==> src/rtl/shared_adder_arbiter_if.sv <==
// Bundle of the two requester handshakes and the result channel of shared_adder_arbiter.
// The slave modport is the adder side; the master modport is the requesters and the consumer.
interface shared_adder_arbiter_if #(
    parameter int A_W   = 4,
    parameter int B_W   = 3,
    parameter int RES_W = 4,
    parameter int CNT_W = 8
);
    logic             req0_valid;
    logic             req0_ready;
    logic [A_W-1:0]   req0_a;
    logic [B_W-1:0]   req0_b;
    logic             req0_mode;
    logic             req1_valid;
    logic             req1_ready;
    logic [A_W-1:0]   req1_a;
    logic [B_W-1:0]   req1_b;
    logic             req1_mode;
    logic             res_valid;
    logic             res_ready;
    logic [RES_W-1:0] res_data;
    logic             res_ovf;
    logic             res_id;
    logic [CNT_W-1:0] ovf_count;

    modport slave (
        input  req0_valid, req0_a, req0_b, req0_mode,
        input  req1_valid, req1_a, req1_b, req1_mode,
        input  res_ready,
        output req0_ready, req1_ready,
        output res_valid, res_data, res_ovf, res_id, ovf_count
    );

    modport master (
        output req0_valid, req0_a, req0_b, req0_mode,
        output req1_valid, req1_a, req1_b, req1_mode,
        output res_ready,
        input  req0_ready, req1_ready,
        input  res_valid, res_data, res_ovf, res_id, ovf_count
    );
endinterface

==> src/rtl/shared_adder_arbiter.sv <==
// One mixed-signedness adder shared by two requesters under round-robin arbitration,
// with a single-entry result register and a saturating overflow counter.
module shared_adder_arbiter #(
    parameter int A_W   = 4,
    parameter int B_W   = 3,
    parameter int RES_W = 4,
    parameter int CNT_W = 8
) (
    input  logic                   clk,
    input  logic                   rst_n,
    shared_adder_arbiter_if.slave  bus
);
    typedef enum logic {EMPTY = 1'b0, FULL = 1'b1} state_t;

    localparam logic [CNT_W-1:0] CNT_MAX = {CNT_W{1'b1}};

    // Extends a per its mode and b as signed, then adds at RES_W+1 bits.
    function automatic logic [RES_W:0] ext_sum(input logic [A_W-1:0] a,
                                               input logic [B_W-1:0] b,
                                               input logic           mode);
        logic [RES_W:0] a_ext;
        logic [RES_W:0] b_ext;
        if (mode) begin
            a_ext = {{(RES_W+1-A_W){a[A_W-1]}}, a};
        end else begin
            a_ext = {{(RES_W+1-A_W){1'b0}}, a};
        end
        b_ext = {{(RES_W+1-B_W){b[B_W-1]}}, b};
        return a_ext + b_ext;
    endfunction

    // The two top bits disagree exactly when the true sum leaves the signed RES_W range.
    function automatic logic sum_ovf(input logic [RES_W:0] sum);
        return sum[RES_W] ^ sum[RES_W-1];
    endfunction

    state_t           state_q, state_d;
    logic [RES_W-1:0] res_data_q, res_data_d;
    logic             res_ovf_q, res_ovf_d;
    logic             res_id_q, res_id_d;
    logic             last_q, last_d;
    logic [CNT_W-1:0] ovf_count_q, ovf_count_d;

    logic             slot_free_s;
    logic             win1_s;
    logic             any_valid_s;
    logic             accept_s;
    logic [RES_W:0]   sum_s;
    logic             ovf_s;

    // Round-robin grant and operand selection for the current winner.
    always_comb begin
        win1_s      = 1'b0;
        slot_free_s = (state_q == EMPTY) || bus.res_ready;
        any_valid_s = bus.req0_valid || bus.req1_valid;
        if (bus.req0_valid && bus.req1_valid) begin
            win1_s = (last_q == 1'b0);
        end else if (bus.req1_valid) begin
            win1_s = 1'b1;
        end else begin
            win1_s = 1'b0;
        end
        if (win1_s) begin
            sum_s = ext_sum(bus.req1_a, bus.req1_b, bus.req1_mode);
        end else begin
            sum_s = ext_sum(bus.req0_a, bus.req0_b, bus.req0_mode);
        end
        ovf_s    = sum_ovf(sum_s);
        accept_s = rst_n && any_valid_s && slot_free_s;
    end

    assign bus.req0_ready = accept_s && !win1_s;
    assign bus.req1_ready = accept_s && win1_s;

    // Next-state for the EMPTY/FULL result slot, its payload and the debug counter.
    always_comb begin
        state_d     = state_q;
        res_data_d  = res_data_q;
        res_ovf_d   = res_ovf_q;
        res_id_d    = res_id_q;
        last_d      = last_q;
        ovf_count_d = ovf_count_q;
        case (state_q)
            EMPTY: begin
                if (accept_s) begin
                    state_d = FULL;
                end else begin
                    state_d = EMPTY;
                end
            end
            FULL: begin
                if (accept_s) begin
                    state_d = FULL;
                end else if (bus.res_ready) begin
                    state_d = EMPTY;
                end else begin
                    state_d = FULL;
                end
            end
            default: state_d = EMPTY;
        endcase
        if (accept_s) begin
            res_data_d = sum_s[RES_W-1:0];
            res_ovf_d  = ovf_s;
            res_id_d   = win1_s;
            last_d     = win1_s;
            if (ovf_s && (ovf_count_q != CNT_MAX)) begin
                ovf_count_d = ovf_count_q + {{(CNT_W-1){1'b0}}, 1'b1};
            end else begin
                ovf_count_d = ovf_count_q;
            end
        end else begin
            res_data_d = res_data_q;
        end
    end

    // State registers; last resets to 1 so requester 0 wins the first tie.
    always_ff @(posedge clk or negedge rst_n) begin
        if (!rst_n) begin
            state_q     <= EMPTY;
            res_data_q  <= {RES_W{1'b0}};
            res_ovf_q   <= 1'b0;
            res_id_q    <= 1'b0;
            last_q      <= 1'b1;
            ovf_count_q <= {CNT_W{1'b0}};
        end else begin
            state_q     <= state_d;
            res_data_q  <= res_data_d;
            res_ovf_q   <= res_ovf_d;
            res_id_q    <= res_id_d;
            last_q      <= last_d;
            ovf_count_q <= ovf_count_d;
        end
    end

    assign bus.res_valid = (state_q == FULL);
    assign bus.res_data  = res_data_q;
    assign bus.res_ovf   = res_ovf_q;
    assign bus.res_id    = res_id_q;
    assign bus.ovf_count = ovf_count_q;
endmodule

==> src/flat_wrapper.sv <==
// flat-port wrapper written by rule: the top's interface ports become plain ports
module shared_adder_arbiter_flat 
#(
    parameter int A_W   = 4,
    parameter int B_W   = 3,
    parameter int RES_W = 4,
    parameter int CNT_W = 8
)
  (clk, rst_n, bus_req0_valid, bus_req0_a, bus_req0_b, bus_req0_mode, bus_req1_valid, bus_req1_a, bus_req1_b, bus_req1_mode, bus_res_ready, bus_req0_ready, bus_req1_ready, bus_res_valid, bus_res_data, bus_res_ovf, bus_res_id, bus_ovf_count);
  shared_adder_arbiter_if #(.A_W(A_W), .B_W(B_W), .RES_W(RES_W), .CNT_W(CNT_W)) bus_i ();
  input  logic clk;
  input  logic rst_n;
  input wire logic [$bits(bus_i.req0_valid)-1:0] bus_req0_valid;
  input wire logic [$bits(bus_i.req0_a)-1:0] bus_req0_a;
  input wire logic [$bits(bus_i.req0_b)-1:0] bus_req0_b;
  input wire logic [$bits(bus_i.req0_mode)-1:0] bus_req0_mode;
  input wire logic [$bits(bus_i.req1_valid)-1:0] bus_req1_valid;
  input wire logic [$bits(bus_i.req1_a)-1:0] bus_req1_a;
  input wire logic [$bits(bus_i.req1_b)-1:0] bus_req1_b;
  input wire logic [$bits(bus_i.req1_mode)-1:0] bus_req1_mode;
  input wire logic [$bits(bus_i.res_ready)-1:0] bus_res_ready;
  output wire logic [$bits(bus_i.req0_ready)-1:0] bus_req0_ready;
  output wire logic [$bits(bus_i.req1_ready)-1:0] bus_req1_ready;
  output wire logic [$bits(bus_i.res_valid)-1:0] bus_res_valid;
  output wire logic [$bits(bus_i.res_data)-1:0] bus_res_data;
  output wire logic [$bits(bus_i.res_ovf)-1:0] bus_res_ovf;
  output wire logic [$bits(bus_i.res_id)-1:0] bus_res_id;
  output wire logic [$bits(bus_i.ovf_count)-1:0] bus_ovf_count;
  assign bus_i.req0_valid = bus_req0_valid;
  assign bus_i.req0_a = bus_req0_a;
  assign bus_i.req0_b = bus_req0_b;
  assign bus_i.req0_mode = bus_req0_mode;
  assign bus_i.req1_valid = bus_req1_valid;
  assign bus_i.req1_a = bus_req1_a;
  assign bus_i.req1_b = bus_req1_b;
  assign bus_i.req1_mode = bus_req1_mode;
  assign bus_i.res_ready = bus_res_ready;
  assign bus_req0_ready = bus_i.req0_ready;
  assign bus_req1_ready = bus_i.req1_ready;
  assign bus_res_valid = bus_i.res_valid;
  assign bus_res_data = bus_i.res_data;
  assign bus_res_ovf = bus_i.res_ovf;
  assign bus_res_id = bus_i.res_id;
  assign bus_ovf_count = bus_i.ovf_count;
  shared_adder_arbiter #(.A_W(A_W), .B_W(B_W), .RES_W(RES_W), .CNT_W(CNT_W)) u_core (.clk(clk), .rst_n(rst_n), .bus(bus_i));
endmodule
==> config.mk <==
export PLATFORM = sky130hd
export DESIGN_NAME = shared_adder_arbiter_flat
export DESIGN_NICKNAME = d
export VERILOG_FILES = /design/src/rtl/shared_adder_arbiter_if.sv /design/src/rtl/shared_adder_arbiter.sv /design/src/flat_wrapper.sv
export SDC_FILE = /design/constraint.sdc
export NUM_CORES = 1
export LEC_CHECK = 0
export BUFFER_PORTS_ARGS = -buffer_cell sky130_fd_sc_hd__buf_2
export CELL_PAD_IN_SITES_DETAIL_PLACEMENT = 0
export CELL_PAD_IN_SITES_GLOBAL_PLACEMENT = 1
export CORE_MARGIN = 5
export CORE_UTILIZATION = 40
export DETAILED_ROUTE_END_ITERATION = 10
export HOLD_SLACK_MARGIN = 0.1
export MAX_ROUTING_LAYER = met4
export PLACE_DENSITY = 0.81
export SETUP_SLACK_MARGIN = 0.2
export SYNTH_ARGS = -nofsm -noshare
export SYNTH_HDL_FRONTEND = slang
export SYNTH_SLANG_ARGS = --single-unit
==> constraint.sdc <==
create_clock -name clk -period 6.4 [get_ports clk]
set_clock_uncertainty 0.1 [all_clocks]
set_input_delay 0.32 -clock clk [delete_from_list [all_inputs] [get_ports clk]]
set_output_delay 0.32 -clock clk [all_outputs]
set_load 0.01 [all_outputs]
**After elaboration in Yosys (flattened, before gate mapping)**

Index checks and enable logic that the tools add are counted.

- Register bits after elaboration: 16
- Input bits: 21
- Output and inout bits: 17
- Word-level logic and storage cells: 34

- Add/sub/neg operators: 3
- Eq/ne operators: 1
- Muxes and demuxes: 11
- Bitwise logic cells: 3
- Reduce and logical (&&, ||, !) cells: 10

Operator list:

| cell | number |
|---|---|
| 5-bit two-way mux | 5 |
| 5-bit adder | 2 |
| 8-bit by 1-bit adder with 8-bit output (second input constant) | 1 |
| 8-bit != test (second input constant) | 1 |
| 1-bit logical AND | 6 |
| 1-bit two-way mux | 5 |
| 1-bit logical OR | 2 |
| 1-bit inverter | 2 |
| 1-bit case mux with 2 select lines | 1 |
| 2-bit AND reduction | 1 |
| 1-bit logical NOT | 1 |
| 1-bit bitwise XOR | 1 |

**Longest topological paths before layout**

Gate-level depths: netlist (run 1).

- Word-level depth: 8
- Depth in mapped cells: 9
- Depth with buffers taken out: 9

**Least setup slack after synthesis (run 1)**

OpenSTA, ideal clock, no wires.

- Kind: input-to-reg
- Start point: input port bus_req1_b[0]
- End point: register u_core.ovf_count_q[1], in the netlist u_core.bus.ovf_count[1]
- Library setup time: 0.125 ns
- Arrival: 2.215 ns
- Required time: 6.175 ns
- Setup slack: 3.960 ns
- Stages: 9
- Buffers on the path: 0
- Cells stage by stage: ha_1 inv_1 fa_1 nand2b_1 a21oi_2 xnor2_1 mux2i_4 mux2i_2 mux2_4

- Word-level cells in the longest chain between the ends: 5

RTL lines:

| item | RTL line | source |
|---|---|---|
| start: declaration | flat_wrapper.sv:19 | `input wire logic [$bits(bus_i.req1_b)-1:0] bus_req1_b;` |
| 5-bit adder | shared_adder_arbiter.sv:29 | `return a_ext + b_ext;` |
| 5-bit two-way mux | shared_adder_arbiter.sv:63 | `if (win1_s) begin` |
| 1-bit bitwise XOR | shared_adder_arbiter.sv:34 | `return sum[RES_W] ^ sum[RES_W-1];` |
| 1-bit logical AND | shared_adder_arbiter.sv:107 | `if (ovf_s && (ovf_count_q != CNT_MAX)) begin` |
| 2-bit AND reduction (no source line) | n/a |  |
| end signal: assignment | shared_adder_arbiter.sv:125 | `ovf_count_q <= {CNT_W{1'b0}};` |
| end signal: assignment | shared_adder_arbiter.sv:132 | `ovf_count_q <= ovf_count_d;` |
| end: declaration | shared_adder_arbiter.sv:42 | `logic [CNT_W-1:0] ovf_count_q, ovf_count_d;` |

Every way passes these cells.
A chain may end at the register's enable or synchronous reset.

**Final worst setup path (run 1)**

- Start point: input port rst_n
- End point: register u_core.ovf_count_q[1], in the netlist u_core.bus.ovf_count[1]

- Word-level cells in the longest chain between the ends: 3

RTL lines:

| item | RTL line | source |
|---|---|---|
| start: declaration | flat_wrapper.sv:12 | `input logic rst_n;` |
| 1-bit logical AND (2 in a row) | shared_adder_arbiter.sv:69 | `accept_s = rst_n && any_valid_s && slot_free_s;` |
| 2-bit AND reduction (no source line) | n/a |  |

Every way passes these cells.

==> flow_summary.ini, run 1 <==
[worst_setup_path]
rr_worst_depth = 5
critPathSlowestCell = dlygate4sd3_1
rrSetupSlack_ns = 4.18
cp-end-kind = register
path_buf_inv = 2
cp_slowest_stage_delay_ns = 0.52
path_max_fanout = 17
crit_type = input pin to register
cp-start-kind = input pin
path_delay_family = simple AND/OR/NAND/NOR gates
crit_required_ns = 6.48
crit_arrival_ns = 2.89
crit_cells = 8
critical_path.cell_chain = dlygate4sd3_1 > buf_2 > o21ai_0 > nand2b_1 > nor2_1 > nand3_1 > mux2i_2 > mux2_4

[floorplan]
die_y_microns = 66.3
start_util = 0.416
die_w_microns = 66.3
core_sq_um = 3050
dieArea_sq_um = 4400
num_io_pins = 38
rows = 20

[synth]
ys_types = 36
synthAdderAreaFrac = 0.120
synth_compound_area_frac = 0.107
syn_nets = 174
ys_ff_latch = 16
syn_area_per_cell_sq_um = 8.94
seq_area_frac_synth = 0.316
yosys_warnings = 0
syn_inst = 142
synthSimpleGateAreaFrac = 0.237
synth_xor_area_frac = 0.0828
netlist_area_sq_um = 1270
synth_ff_type = dfrtp_1
async_flop_share = 1.00
synth_edf_count = 0
synth_mux_area_frac = 0.0966
synth_top_family_by_area = simple AND/OR/NAND/NOR gates

[placed_design]
dp_slack_ns = 3.70
place_congestion = 0.858
dpl_cell_area_sq_um = 1480
dp_hpwl_mm = 2.30
numPortBuffers = 37

[timing]
setup_slack_ns = 3.59
worstMarginPinSlew_ns = 0.578
setup_tns_ns = 0
period_share = 0.440
fmax_ghz = 0.355
rsz0062_at_grt = no
report.final.slew_viol_count = 0
hold_viol_final = 0
holdWs_ns = 0.234
final-setup-viol-count = 0
finalCriticalPeriod_ns = 2.81
max_slew_margin = 0.615

[power]
p_per_area_nw_per_um2 = 237
leakagePower_nw = 0.757
peakVddDrop_mv = 0.0782

[cts]
clock_latency_ns = 0.28
cts-hold-fix-buffers = 1
clock-sinks = 16
htree_levels = 1
post-cts-setup-buffers = 0
cts_max_path_buffers = 2
clkTransAtPathRegs_ns = 0.09
cts_tree = built
cts_resized = 0
cts_made_buffers = 3
cts_root_buf = clkbuf_4

[grt]
grt.total_usage = 0.145
grtUsageMet3 = 0.0102
antenna_found_initial = 0
gr-total-overflow = 0
grt_busiest_layer = met2
grt_max_degree = 18
grt_pass1_wl_mm = 4.84
met1_usage = 0.172
grt_pass1_vias = 1140
met2_usage = 0.254

[routing]
vias = 1110
drc = 0
wire_per_inst_microns = 12.4
avgViaCountPerCell = 4.96
drt_first_pass_iters = 6
drt-total-wl_mm = 2.77
drtIter0Drc = 23
postRouteAntennaNets = 0

[final_layout]
diodes = 0
layout-drive-gt1-share = 0.267
synthToLayoutAreaGrowth_pct = 19.6
nFillCells = 295
nets = 213
fin_area_sq_um = 1520

[outcome]
status = finished, final reports clean

[job]
drv_cap = 0

[hold_path]
whs_path_depth = 3
hold_path.class = input pin to register
==> final timing paths <==
path	startpoint	endpoint
max reg2reg	u_core.last_q	u_core.bus.ovf_count[1]
min in group asynchronous	rst_n	u_core.bus.res_id
max	rst_n	u_core.bus.ovf_count[1]
min	bus_res_ready	u_core.bus.res_valid
min reg2reg	u_core.bus.res_id	u_core.bus.res_id
max in group asynchronous	rst_n	u_core.last_q
==> layout by cell type (no fill, tap or decap), types with 4 or more instances in the layout <==
cell type and instances:
buf_2 37, dfrtp_1 15, nand2_1 14, nor2_1 14
o21ai_0 9, nand3_1 9, ha_1 9, inv_1 6
nand2b_1 6, xnor2_1 6, xor2_1 6, mux2i_1 6
nor3_1 5, a21o_1 4
==> power breakdown <==
group	leakage, nW	switching (mW)	internal [mW]
Sequential	0.199	0.0230	0.128
Clock	0.0150	0.0316	0.0242
Combinational	0.543	0.0827	0.0705
Total	0.757	0.137	0.222
==> cell usage after synthesis (2+ instances only) <==
master | count | area (sq um)
nor2_1 | 14 | 52.6
xnor2_1 | 6 | 52.6
fa_1 | 2 | 40.0
nand3_1 | 9 | 45.0
nand2_1 | 14 | 52.6
xor2_1 | 6 | 52.6
a21oi_2 | 2 | 17.5
nor3_1 | 5 | 25.0
dfrtp_1 | 15 | 375
a21o_1 | 4 | 30.0
a21oi_1 | 2 | 10.0
mux2i_1 | 6 | 60.1
or3_1 | 3 | 18.8
o21ai_0 | 9 | 45.0
a31oi_1 | 2 | 12.5
and3_1 | 3 | 18.8
nand4_1 | 2 | 12.5
and2_1 | 2 | 12.5
ha_1 | 9 | 113
inv_1 | 6 | 22.5
nand2b_1 | 6 | 37.5
==> worst reg2reg max path, delay by kind of cell, from the launching register on <==
family / cells / cell delay [ns]
mux: 3 / 1.15
flops: 1 / 0.54
simple gates: 2 / 0.33
==> state kept, by name, indices dropped and copies added (netlist names) <==
name	cells
u_core.bus.ovf_count	8
u_core.bus.res_data	4
u_core.bus.res_id	1
u_core.bus.res_ovf	1
u_core.bus.res_valid	1
u_core.last_q	1
==> kinds of logic after synthesis <==
logic type,count (synthesis)
compound gates,22
mux,10
fa+ha+maj,11
buf+inv,10
simple gates,61
flops,16
xor+xnor,12
==> layout make-up <==
class                           instances  area [sq um]  area share
Timing Repair Buffer                   38           195       0.129
Multi-Input combinational cell        116           818       0.539
Inverter                                6          22.5      0.0148
Clock buffer                            4          26.3      0.0173
Sequential cell                        16           402       0.264
Tap cell                               44          55.1      0.0362
==> per-stage QoR <==
stage	utilization	cells	power (mW)
after floorplan	-	142	0.255
after global placement	0.486	219	0.302
after detailed placement	0.486	219	0.308
after CTS	0.498	224	0.364
after global routing	0.498	224	0.390
final	0.498	224	0.360
==> routing by layer <==
layer  up-vias  routed length, microns  part of all wire
li1        573                       -                 -
met1       500                    1210              0.44
met2        35                    1390              0.50
met3         2                     145             0.052
met4         0                      29             0.010
met5         -                       0                 0
Power figures use the tool's default switching activity.
==> inputs of run 2 (changes only) <==
- CORE_UTILIZATION: 40 -> 38
- PLACE_DENSITY: 0.81 -> 0.78
- clock period: 6.4 -> 2.9 ns (I/O delays scaled with it)
==> flow_summary.ini, run 2 (synthesized netlist as in run 1, its figures left out) <==
[job]
drv_cap = 0

[worst_setup_path]
rr_startpoint = u_core.last_q
rrSetupSlack_ns = 0.69
critical_path.cell_chain = buf_2 > ha_1 > inv_1 > fa_1 > nand2b_1 > a21oi_2 > xnor2_1 > mux2i_4 > mux2i_2 > mux2_4
critPathSlowestCell = fa_1
crit_arrival_ns = 2.33
cp-end-kind = register
crit_required_ns = 2.99
crit_start = bus_req1_b[0]
crit_type = input pin to register
path_max_fanout = 8
cp-start-kind = input pin
cp_slowest_stage_delay_ns = 0.41

[cts]
clock_latency_ns = 0.29
clkTransAtPathRegs_ns = 0.10
htree_levels = 1
cts_made_buffers = 3
cts_root_buf = clkbuf_4
clock-sinks = 16
cts_resized = 0
cts_tree = built
cts_max_path_buffers = 2

[routing]
drt_first_pass_iters = 4
postRouteAntennaNets = 0
drt-total-wl_mm = 2.86
vias = 1112
drtIter0Drc = 50
drc = 0
avgViaCountPerCell = 4.83
wire_per_inst_microns = 12.4

[timing]
hold_viol_final = 0
report.final.slew_viol_count = 0
worstMarginPinSlew_ns = 0.425
finalCriticalPeriod_ns = 2.24
rsz0062_at_grt = no
period_share = 0.771
max_slew_margin = 0.710
setup_tns_ns = 0
fmax_ghz = 0.447
final-setup-viol-count = 0
setup_slack_ns = 0.663
holdWs_ns = 0.200

[grt]
grt_max_degree = 17
antenna_found_initial = 0
gr-total-overflow = 0
grt_pass1_vias = 1170
grt.total_usage = 0.142
grt_pass1_wl_mm = 4.91

[floorplan]
dieArea_sq_um = 4600
die_w_microns = 67.8
die_y_microns = 67.8
num_io_pins = 38
start_util = 0.387
core_sq_um = 3280
rows = 21

[power]
leakagePower_nw = 0.781
power_uw = 829
p_per_area_nw_per_um2 = 529
peakVddDrop_mv = 0.137

[final_layout]
synthToLayoutAreaGrowth_pct = 23.3
nets = 217
final_cell_mix = buf_2 (37), dfrtp_1 (15), nand2_1 (14), nor2_1 (14)
largest_reg_flops = 8
mostFrequentLayoutCell = buf_2
layout-drive-gt1-share = 0.277
diodes = 0
nFillCells = 328

[placed_design]
place_congestion = 0.795
dp_slack_ns = 0.361
numPortBuffers = 37
dp_hpwl_mm = 2.34

[outcome]
status = finished, final reports clean

[hold_path]
hold_path.class = input pin to register
hp-start = bus_req1_a[0]
## run 2: cell count changes in the layout (fill, tap and decap cells not counted)
cell           change
buf_4              +2
dlygate4sd3_1      +2
clkbuf_1           -1
clkbuf_8           +1
## run 2: final cells by class
class / count / area (sq um) / area share
Inverter: 6 / 22.5 / 0.0144
Timing Repair Buffer: 42 / 230 / 0.147
Tap cell: 46 / 57.6 / 0.0367
Clock buffer: 4 / 36.3 / 0.0232
Sequential cell: 16 / 402 / 0.256
Multi-Input combinational cell: 116 / 818 / 0.522
## run 2: through the flow
step,cells,area (sq um),util
floorplan,142,1270,-
global placement,223,1500,0.457
detailed placement,223,1500,0.457
CTS,230,1570,0.477
global route,230,1570,0.477
finish,230,1570,0.477
## run 2: repair_timing
item	4_1_cts	5_1_grt
hold endpoints to repair	17	0
hold buffers	3	0
setup buffers	0	0
## run 2: critical path, delay by kind of cell
| family | cells | cell delay [ns] |
|---|---|---|
| adders and majority gates | 2 | 0.58 |
| buffers and inverters | 2 | 0.14 |
| and+or+nand+nor | 1 | 0.18 |
| xor gates and xnor gates | 1 | 0.12 |
| muxes | 3 | 1.03 |
| AOI/OAI and AO/OA | 1 | 0.14 |
## run 2: per-layer routing
metal | global-route usage | vias up | part of all wire
met3 | 0.0181 | 4 | 0.049
li1 | - | 574 | -
met2 | 0.238 | 29 | 0.47
met1 | 0.173 | 505 | 0.46
met4 | 0.0546 | 0 | 0.014
met5 | - | - | 0
## run 2: final timing paths
check,end,cells past startpoint
setup / recovery,u_core.bus.ovf_count[1],10
hold / removal,u_core.bus.res_data[0],4
setup reg to reg,u_core.bus.ovf_count[1],5
hold reg to reg,u_core.bus.res_id,1
max in group asynchronous,u_core.last_q,3
min in group asynchronous,u_core.bus.ovf_count[7],3
## run 2: power by group
| part | total (mW) | internal (mW) | switching [mW] |
|---|---|---|---|
| sequential | 0.335 | 0.282 | 0.0531 |
| combinational | 0.343 | 0.160 | 0.183 |
| clock | 0.151 | 0.0765 | 0.0740 |
| total | 0.829 | 0.519 | 0.310 |
==> inputs of run 3 (changes only) <==
- clock period: 2.9 -> 2.2 ns (I/O delays scaled with it)
==> flow_summary.ini, run 3 (synthesized netlist as in run 1, its figures left out) <==
[cts]
cts_tree = built
clkTransAtPathRegs_ns = 0.10
clock-sinks = 16
cts_root_buf = clkbuf_4
cts_max_path_buffers = 2
clock_latency_ns = 0.29
htree_levels = 1
cts_made_buffers = 3

[routing]
drt-total-wl_mm = 3.19
drc = 0
drtIter0Drc = 37
avgViaCountPerCell = 5.07
postRouteAntennaNets = 0
drt_first_pass_iters = 4
wire_per_inst_microns = 13.4
vias = 1207

[timing]
rsz0062_at_grt = no
max_slew_margin = 0.752
fmax_ghz = 0.524
final-setup-viol-count = 0
report.final.slew_viol_count = 0
hold_viol_final = 0
period_share = 0.867
finalCriticalPeriod_ns = 1.91
setup_tns_ns = 0
setup_slack_ns = 0.293
worstMarginPinSlew_ns = 0.370

[final_layout]
mostFrequentLayoutCell = buf_2
final_cells = 238
synthToLayoutAreaGrowth_pct = 35.9
layout-drive-gt1-share = 0.391
nets = 225
fin_area_sq_um = 1730
largest_reg_flops = 8
nFillCells = 322
diodes = 0
final_cell_mix = buf_2 (37), dfrtp_1 (15), nor2_1 (13)

[floorplan]
core_sq_um = 3280
dieArea_sq_um = 4600
die_y_microns = 67.8
start_util = 0.387
rows = 21
die_w_microns = 67.8
num_io_pins = 38

[power]
power_mw = 1.19
p_int_uw = 739
power_frac_comb = 0.455
p_clk_frac = 0.169
switching_power_uw = 447
peakVddDrop_mv = 0.219
p_per_area_nw_per_um2 = 688
leakagePower_nw = 0.847
swShare = 0.377
p_seq_frac = 0.377

[worst_setup_path]
path_delay_family = simple AND/OR/NAND/NOR gates
crit_required_ns = 2.29
crit_arrival_ns = 2.00
cp_slowest_stage_delay_ns = 0.42
cp-start-kind = register
path_buf_inv = 0
crit_type = register to register
cp-end-kind = register
critPathSlowestCell = dfrtp_1
critical_path.cell_chain = ha_1 > nand2_2 > nor3_2 > nor2_4 > nand3_1 > mux2i_2 > mux2_4
path_max_fanout = 4

[job]
drv_cap = 0

[grt]
grt_max_degree = 17
antenna_found_initial = 0
gr-total-overflow = 0
grt.total_usage = 0.154
grt_pass1_vias = 1233
grt_pass1_wl_mm = 5.26

[placed_design]
place_inst = 230
dp_slack_ns = -0.0310
dp_hpwl_mm = 2.62
place_congestion = 0.839
dpl_cell_area_sq_um = 1620
numPortBuffers = 37

[hold_path]
hold_path.class = input pin to register

[outcome]
status = finished, final reports clean
[run 3: area by class of cell]
class,instances,area [sq um],share of cell area
Timing Repair Buffer,50,290,0.168
Inverter,6,22.5,0.0131
Sequential cell,16,402,0.233
Multi-Input combinational cell,116,917,0.532
Tap cell,46,57.6,0.0334
Clock buffer,4,36.3,0.0210
[run 3: power groups by stage]
stage | clock (mW) | combinational (mW) | sequential (mW)
floorplan | 0 | 0.290 | 0.473
global placement | 0 | 0.501 | 0.444
finish | 0.200 | 0.540 | 0.447
CTS | 0.205 | 0.518 | 0.447
global route | 0.215 | 0.598 | 0.456
detailed placement | 0 | 0.513 | 0.451
[run 3: worst register-to-register path: stages, from the launching register on]
cell	delay [ns]
dfrtp_1	0.42
ha_1	0.22
nand2_2	0.11
nor3_2	0.37
nor2_4	0.07
nand3_1	0.11
mux2i_2	0.09
mux2_4	0.30
[run 3: timing repair]
item	in CTS	in global routing
setup endpoints to repair	1	6
setup buffers	0	1
endpoints found under the hold margin	17	0
resized for setup	1	9
pin swaps	1	1
cloned	0	0
hold buffers	3	0
[run 3: worst paths after layout]
| check | slack [ns] | endpoint | startpoint | depth (start not counted) |
|---|---|---|---|---|
| worst max register to register | 0.29 | u_core.bus.ovf_count[1] | u_core.bus.ovf_count[0] | 7 |
| max in group asynchronous | 1.55 | u_core.last_q | rst_n | 3 |
| min in group asynchronous | 0.20 | u_core.bus.res_ovf | rst_n | 3 |
| worst max-delay path | 0.29 | u_core.bus.ovf_count[1] | u_core.bus.ovf_count[0] | 7 |
| worst min-delay path | 0.15 | u_core.bus.res_data[0] | bus_req1_a[0] | 4 |
| worst min register to register | 0.39 | u_core.bus.res_data[3] | u_core.bus.res_data[3] | 2 |
[run 3: through the flow]
| stage | hold slack, ns | util |
|---|---|---|
| global placement | -0.0126 | 0.492 |
| global route | 0.166 | 0.525 |
| floorplan | -0.286 | - |
| finish | 0.155 | 0.525 |
| CTS | 0.147 | 0.513 |
| detailed placement | -0.00959 | 0.492 |
[run 3: metal layers]
metal | up-vias | part of all wire | GRT usage
li1 | 591 | - | -
met1 | 582 | 0.42 | 0.173
met2 | 30 | 0.52 | 0.275
met3 | 4 | 0.043 | 0.0181
met4 | 0 | 0.015 | 0.0695
met5 | - | 0 | -
